===== config.mk =====
export PLATFORM = sky130hd
export DESIGN_NAME = time_display_driver_flat
export DESIGN_NICKNAME = d
export VERILOG_FILES = /design/src/rtl/time_display_if.sv /design/src/rtl/time_display_driver.sv /design/src/flat_wrapper.sv
export SDC_FILE = /design/constraint.sdc
export NUM_CORES = 1
export LEC_CHECK = 0
export CAP_MARGIN = 20
export CORE_UTILIZATION = 53
export DETAILED_ROUTE_END_ITERATION = 8
export HOLD_SLACK_MARGIN = 0.08
export PLACE_DENSITY = 0.82
export SLEW_MARGIN = 20
export SYNTH_ARGS = -nofsm -noshare
export SYNTH_HDL_FRONTEND = slang
export SYNTH_SLANG_ARGS = --single-unit
export TNS_END_PERCENT = 50

===== constraint.sdc =====
create_clock -name clk -period 2.6 [get_ports clk]
set_input_delay 0.39 -clock clk [delete_from_list [all_inputs] [get_ports clk]]
set_output_delay 0.39 -clock clk [all_outputs]
set_load 0.03 [all_outputs]

===== src/rtl/time_display_if.sv =====
// time_display_if: seconds input, BCD time and 7-segment display signals of the time display driver
interface time_display_if #(
  parameter int SECS_W = 17
);
  logic [SECS_W-1:0] secs;
  logic [7:0]        an;
  logic [6:0]        seg;
  logic              dp;
  logic [7:0]        hours_bcd;
  logic [7:0]        mins_bcd;
  logic [7:0]        secs_bcd;
  logic              busy;
  modport master (
    input  secs,
    output an, seg, dp, hours_bcd, mins_bcd, secs_bcd, busy
  );
  modport slave (
    output secs,
    input  an, seg, dp, hours_bcd, mins_bcd, secs_bcd, busy
  );
endinterface


===== src/rtl/time_display_driver.sv =====
// time_display_driver: seconds-of-day to HH:MM:SS BCD converter driving an 8-digit multiplexed 7-segment display
// Optional blinking separator on digits 2 and 5: define TIME_DISP_DP_BLINK_EN.
module time_display_driver #(
  parameter int CLK_HZ  = 100000000,
  parameter int SCAN_HZ = 1000,
  parameter int SECS_W  = 17
) (
  input logic            clk,
  input logic            reset,
  time_display_if.master bus
);
  localparam int DWELL = CLK_HZ / SCAN_HZ;
  localparam int PW = DWELL > 2 ? $clog2(DWELL) : 1;
  localparam logic [SECS_W-1:0] DAY  = SECS_W'(86400);
  localparam logic [SECS_W-1:0] HOUR = SECS_W'(3600);
  localparam logic [SECS_W-1:0] MIN  = SECS_W'(60);
  localparam logic [SECS_W-1:0] TEN  = SECS_W'(10);
  typedef enum logic [2:0] {IDLE, WRAP, HRS, MINS, SECS, COMMIT} state_t;
  state_t state, state_n;
  logic [SECS_W-1:0] work, last_secs;
  logic [3:0] h_t, h_u, m_t, m_u, s_t, s_u;
  logic [PW-1:0] presc;
  logic [2:0] idx;
  logic [3:0] nib;
  logic [6:0] seg_n;
  // conversion state register
  always_ff @(posedge clk)
    state <= reset ? IDLE : state_n;
  // next state: each subtract state loops while its divisor still fits
  always_comb begin
    state_n = state;
    case (state)
      IDLE:    state_n = bus.secs != last_secs ? WRAP : IDLE;
      WRAP:    state_n = HRS;
      HRS:     state_n = work >= HOUR ? HRS : MINS;
      MINS:    state_n = work >= MIN ? MINS : SECS;
      SECS:    state_n = work >= TEN ? SECS : COMMIT;
      COMMIT:  state_n = IDLE;
      default: state_n = IDLE;
    endcase
  end
  // conversion datapath; accumulators stay private until the commit cycle
  always_ff @(posedge clk) begin
    if (reset) begin
      work          <= '0;
      last_secs     <= '0;
      {h_t, h_u, m_t, m_u, s_t, s_u} <= '0;
      bus.hours_bcd <= '0;
      bus.mins_bcd  <= '0;
      bus.secs_bcd  <= '0;
      bus.busy      <= 1'b0;
    end else begin
      case (state)
        IDLE: if (bus.secs != last_secs) begin
          work      <= bus.secs;
          last_secs <= bus.secs;
          {h_t, h_u, m_t, m_u, s_t, s_u} <= '0;
          bus.busy  <= 1'b1;
        end
        WRAP: if (work >= DAY) work <= work - DAY;
        HRS: if (work >= HOUR) begin
          work <= work - HOUR;
          h_u  <= h_u == 4'd9 ? 4'd0 : h_u + 4'd1;
          h_t  <= h_u == 4'd9 ? h_t + 4'd1 : h_t;
        end
        MINS: if (work >= MIN) begin
          work <= work - MIN;
          m_u  <= m_u == 4'd9 ? 4'd0 : m_u + 4'd1;
          m_t  <= m_u == 4'd9 ? m_t + 4'd1 : m_t;
        end
        SECS: if (work >= TEN) begin
          work <= work - TEN;
          s_t  <= s_t + 4'd1;
        end else s_u <= work[3:0];
        COMMIT: begin
          bus.hours_bcd <= {h_t, h_u};
          bus.mins_bcd  <= {m_t, m_u};
          bus.secs_bcd  <= {s_t, s_u};
          bus.busy      <= 1'b0;
        end
        default: ;
      endcase
    end
  end
  // scan prescaler and digit index
  always_ff @(posedge clk) begin
    if (reset) begin
      presc <= '0;
      idx   <= '0;
    end else if (presc == PW'(DWELL - 1)) begin
      presc <= '0;
      idx   <= idx + 3'd1;
    end else presc <= presc + 1'b1;
  end
  // digit content for the current index; 4'hF decodes to blank
  always_comb begin
    nib = idx == 3'd0 ? bus.secs_bcd[3:0]  :
          idx == 3'd1 ? bus.secs_bcd[7:4]  :
          idx == 3'd3 ? bus.mins_bcd[3:0]  :
          idx == 3'd4 ? bus.mins_bcd[7:4]  :
          idx == 3'd6 ? bus.hours_bcd[3:0] :
          idx == 3'd7 ? bus.hours_bcd[7:4] : 4'hF;
  end
  // active-low segment decode {g,f,e,d,c,b,a}
  always_comb begin
    seg_n = 7'h7F;
    case (nib)
      4'd0: seg_n = 7'h40;
      4'd1: seg_n = 7'h79;
      4'd2: seg_n = 7'h24;
      4'd3: seg_n = 7'h30;
      4'd4: seg_n = 7'h19;
      4'd5: seg_n = 7'h12;
      4'd6: seg_n = 7'h02;
      4'd7: seg_n = 7'h78;
      4'd8: seg_n = 7'h00;
      4'd9: seg_n = 7'h10;
      default: seg_n = 7'h7F;
    endcase
  end
  // registered display pins, one cycle behind the digit index
  always_ff @(posedge clk) begin
    if (reset) begin
      bus.an  <= 8'hFF;
      bus.seg <= 7'h7F;
      bus.dp  <= 1'b1;
    end else begin
      bus.an  <= ~(8'b1 << idx);
      bus.seg <= seg_n;
`ifdef TIME_DISP_DP_BLINK_EN
      bus.dp  <= ~((idx == 3'd2 || idx == 3'd5) && !bus.secs_bcd[0]);
`else
      bus.dp  <= 1'b1;
`endif
    end
  end
endmodule


===== src/flat_wrapper.sv =====
// flat-port wrapper written by rule: the top's interface ports become plain ports
module time_display_driver_flat 
#(
  parameter int CLK_HZ  = 100000000,
  parameter int SCAN_HZ = 1000,
  parameter int SECS_W  = 17
)
  (clk, reset, bus_secs, bus_an, bus_seg, bus_dp, bus_hours_bcd, bus_mins_bcd, bus_secs_bcd, bus_busy);
  time_display_if #(.SECS_W(SECS_W)) bus_i ();
  input logic clk;
  input logic reset;
  input wire logic [$bits(bus_i.secs)-1:0] bus_secs;
  output wire logic [$bits(bus_i.an)-1:0] bus_an;
  output wire logic [$bits(bus_i.seg)-1:0] bus_seg;
  output wire logic [$bits(bus_i.dp)-1:0] bus_dp;
  output wire logic [$bits(bus_i.hours_bcd)-1:0] bus_hours_bcd;
  output wire logic [$bits(bus_i.mins_bcd)-1:0] bus_mins_bcd;
  output wire logic [$bits(bus_i.secs_bcd)-1:0] bus_secs_bcd;
  output wire logic [$bits(bus_i.busy)-1:0] bus_busy;
  assign bus_i.secs = bus_secs;
  assign bus_an = bus_i.an;
  assign bus_seg = bus_i.seg;
  assign bus_dp = bus_i.dp;
  assign bus_hours_bcd = bus_i.hours_bcd;
  assign bus_mins_bcd = bus_i.mins_bcd;
  assign bus_secs_bcd = bus_i.secs_bcd;
  assign bus_busy = bus_i.busy;
  time_display_driver #(.CLK_HZ(CLK_HZ), .SCAN_HZ(SCAN_HZ), .SECS_W(SECS_W)) u_core (.clk(clk), .reset(reset), .bus(bus_i));
endmodule

==> summary.md <==
| Metric | Value |
|---|---|
| Outcome | `finished clean` |
| RSZ-0062 raised after global routing | `true` |
| Root buffer cell | `clkbuf_16` |
| Die height | `116 um` |
| Largest net degree at the start of global routing | `57` |
| Via count | `7186` |
| Reg2reg path depth | `10` |
| Initial drt markers | `779` |
| First-pass GRT wire length | `33.7 mm` |
| Hold_sp | `u_core.s_u[0]` |
| Unique masters post-synth | `72` |
| Final core occ | `69.9%` |
| FF-to-FF End | `u_core.work[11]` |
| Via/cell ratio | `6.02` |
| Mapped cell area | `6860 um2` |
| R2R Setup Slk | `0.08 ns` |
| IO buf count | `58` |
| Global-route usage over all layers | `33.0%` |
| Max-cap violations | `0` |
| Worst-Skew Late Latency | `0.43 ns` |
| Cell Count, Final, Fillers Out | `1193` |
| Core area | `12600 um2` |
| Rows | `41` |
| Async S/R FF share, synth | `0%` |
| # diodes | `0` |
| NumNets Final | `1058` |
| Final ANT Viol Nets | `0` |
| Drt first pass iters | `6` |
| Die Wd | `116 um` |
| CTS Sinks | `121` |
| Period minus WS final | `2.52 ns` |
| Arrival time worst endpoint | `2.80 ns` |
| Post-Synthesis Cells | `889` |
| Sequential share of the synthesized area | `35.3%` |
| Leak | `3.41 nW` |
| Clk slew on worst S/H paths | `0.05 ns` |
| Starting Density | `54.4%` |
| Max Root-Sink Buffers | `2` |
| Crit path max-delay family | `simple AND/OR/NAND/NOR gates` |
| Clock skew | `0.00611 ns` |
| Hold path cells | `2` |
| Slowest cell delay on critical path | `0.52 ns` |
| CTS tree | `built` |
| Initial antenna violation count | `0` |
| Number of flops mapped to enable cells by yosys | `0` |
| Synthesized area per cell | `7.72 um2` |
| I/O pins | `60` |
| Share of cells above drive strength 1 | `15.2%` |
| CP max FO | `14` |
| Buf/Inv on CP | `2` |
| Crit-path slowest cell | `or4_1` |
| Slew HR | `56.1%` |
| H-tree depth | `4` |
| Postcts setup bufs | `0` |
| Area growth syn-to-layout | `28.5%` |
| Setup crit start kind | `flop` |
| Top achievable clock speed | `396 MHz` |
| CP Class | `reg -> reg` |
| HP Class | `reg -> reg` |
| Hpwl dp | `15.3 mm` |
| Post-placement cell count | `1161` |
| Max VDD drop | `0.729 mV` |
| Final Wtd Congestion | `1.00` |
| Worst Setup End Kind | `flop` |
| Total grt overflow | `0` |
| Wirelength per Cell | `17.9 um` |
| Power Total | `8.42 mW` |
| Final setup viols | `0` |
| PwrDens | `955 nW/um2` |
| Beginning of the worst register-to-register path | `u_core.work[8]` |
| Syn_nets | `939` |
| Critical path required time | `2.88 ns` |
| Drt drc | `0` |
| Routed wire length | `21.4 mm` |
| Vias in the first global route | `6757` |
| Hold EP | `u_core.s_u[0]` |
| Die area | `13400 um2` |
| WHS | `0.456 ns` |
| Fillers | `1047` |
| CTS buffer count | `17` |
| Worst Tran Pin Value | `0.659 ns` |
| Synthesis Warnings | `0` |
| CP Cell Sequence | `buf_4 -> ha_1 -> or4_1 -> a211oi_1 -> o31a_1 -> nor3_2 -> and3_1 -> buf_12 -> a21oi_1 -> a211oi_2` |
| Synth Flop Type | `dfxtp_1` |
| Number of synthesized register bits | `121` |
| Final hold vios | `0` |
| Final max-slew violation count | `0` |
| Tcrit/Tclk final | `97.1%` |
-- worst max-delay path by stage --
stage	from	to	slack (ns)	depth (start not counted)
3_3_place_gp	bus_secs[14]	u_core.state[0]	-0.05	10
6_report	u_core.work[8]	u_core.work[11]	0.08	10
2_1_floorplan	u_core.work[8]	u_core.work[15]	0.04	13
4_1_cts	u_core.idx[0]	u_core.bus.seg[3]	0.001	12
3_5_place_dp	bus_secs[11]	u_core.h_t[3]	-0.05	11
5_1_grt	u_core.work[8]	u_core.h_t[3]	-0.004	10
-- cells by family (layout without fill, tap and decap cells) --
logic type	after synthesis	count (layout)	synth area share (%)
fa+ha+maj	31	31	5.65
other cells	1	1	0.0546
compound gates	242	242	22.1
buf+inv	82	214	4.87
xor+xnor	47	47	6.00
flops	121	121	35.3
mux	5	5	0.748
simple gates	360	360	25.3
-- cells in the mapped netlist, types with 4 or more instances --
cell / count / area (um2)
nand3_1: 21 / 105
nor3_1: 19 / 95.1
o22ai_1: 4 / 25.0
a22oi_1: 8 / 60.1
or4_1: 5 / 37.5
nor4_1: 5 / 31.3
a211oi_1: 8 / 60.1
or3_1: 12 / 75.1
nor2_1: 79 / 297
and3_1: 7 / 43.8
o21a_1: 4 / 30.0
a31oi_1: 17 / 106
nand4_1: 12 / 75.1
o211ai_1: 4 / 30.0
xnor2_1: 25 / 219
and3b_1: 5 / 43.8
a21oi_1: 92 / 460
and2_1: 5 / 31.3
nor4b_1: 4 / 35.0
a2bb2oi_1: 4 / 35.0
mux2i_1: 4 / 40.0
ha_1: 31 / 388
nand2_1: 146 / 548
o31a_1: 6 / 52.6
nor2b_1: 12 / 75.1
inv_1: 26 / 97.6
o21ai_0: 50 / 250
nand2b_1: 7 / 43.8
dfxtp_1: 121 / 2420
xor2_1: 22 / 193
and4_1: 4 / 35.0
clkbuf_1: 51 / 191
-- layout make-up --
type                    count  area, um2  area share [%]
well taps                 172        215            2.44
clock inverters             8       96.3            1.09
clock buffers              24        462            5.23
flip-flops and latches    121       2420            27.5
multi-input cells         686       4190            47.5
repair buffers            156       1340            15.1
inverters                  26       97.6            1.11
-- tightest hold or removal path: stages, from the launching register on --
cell,delay (ns)
dfxtp_1,0.31
nand2_1,0.05
a21oi_1,0.05
-- through the flow --
step / worst slack [ns] / setup TNS, ns / instance area, um2
finish: 0.0760 / 0 / 8820
floorplan: 0.0406 / 0 / 6870
detailed placement: -0.0472 / -0.305 / 8190
global placement: -0.0512 / -0.378 / 8190
global route: -0.00351 / -0.00621 / 8820
CTS: 0.000966 / 0 / 8760
-- power by group --
| group | internal [mW] | switching [mW] |
|---|---|---|
| Combinational | 1.63 | 2.27 |
| Clock | 1.43 | 0.822 |
| Sequential | 2.06 | 0.215 |
-- flip-flops by register name, indices dropped and copies added, names as in the netlist, 7 cells and up --
name,flops
u_core.presc,17
u_core.bus.an,8
u_core.bus.hours_bcd,8
u_core.bus.seg,7
u_core.last_secs,17
u_core.work,17
u_core.bus.mins_bcd,8
u_core.bus.secs_bcd,8
-- routing by layer --
layer  GRT usage (%)  vias up  routed length [um]
met4            17.4        0                 931
met1            41.1     3357                8800
met3            6.96       78                1700
met5               0        -                   0
met2            53.6      349                9930
li1                -     3402                   -
-- cells in the final DEF, fill, tap and decap left out, drive strengths merged, types with 10 or more instances in the layout --
| cell | n |
|---|---|
| nor2b | 12 |
| a31oi | 18 |
| or3 | 13 |
| xor2 | 22 |
| nor3 | 20 |
| nor2 | 79 |
| nand4 | 12 |
| a21oi | 92 |
| clkbuf | 24 |
| inv | 26 |
| dfxtp | 121 |
| buf | 99 |
| o21ai | 51 |
| xnor2 | 25 |
| nand3 | 21 |
| ha | 31 |
| nand2 | 146 |
| a211oi | 10 |
| clkdlybuf4s50 | 57 |
-- what timing repair did --
item,in CTS,in global routing
pin swaps,0,0
hold buffers,0,0
resized for setup,1,13
setup endpoints to repair,1,26
Note: power is estimated with default switching activity, not from simulation.
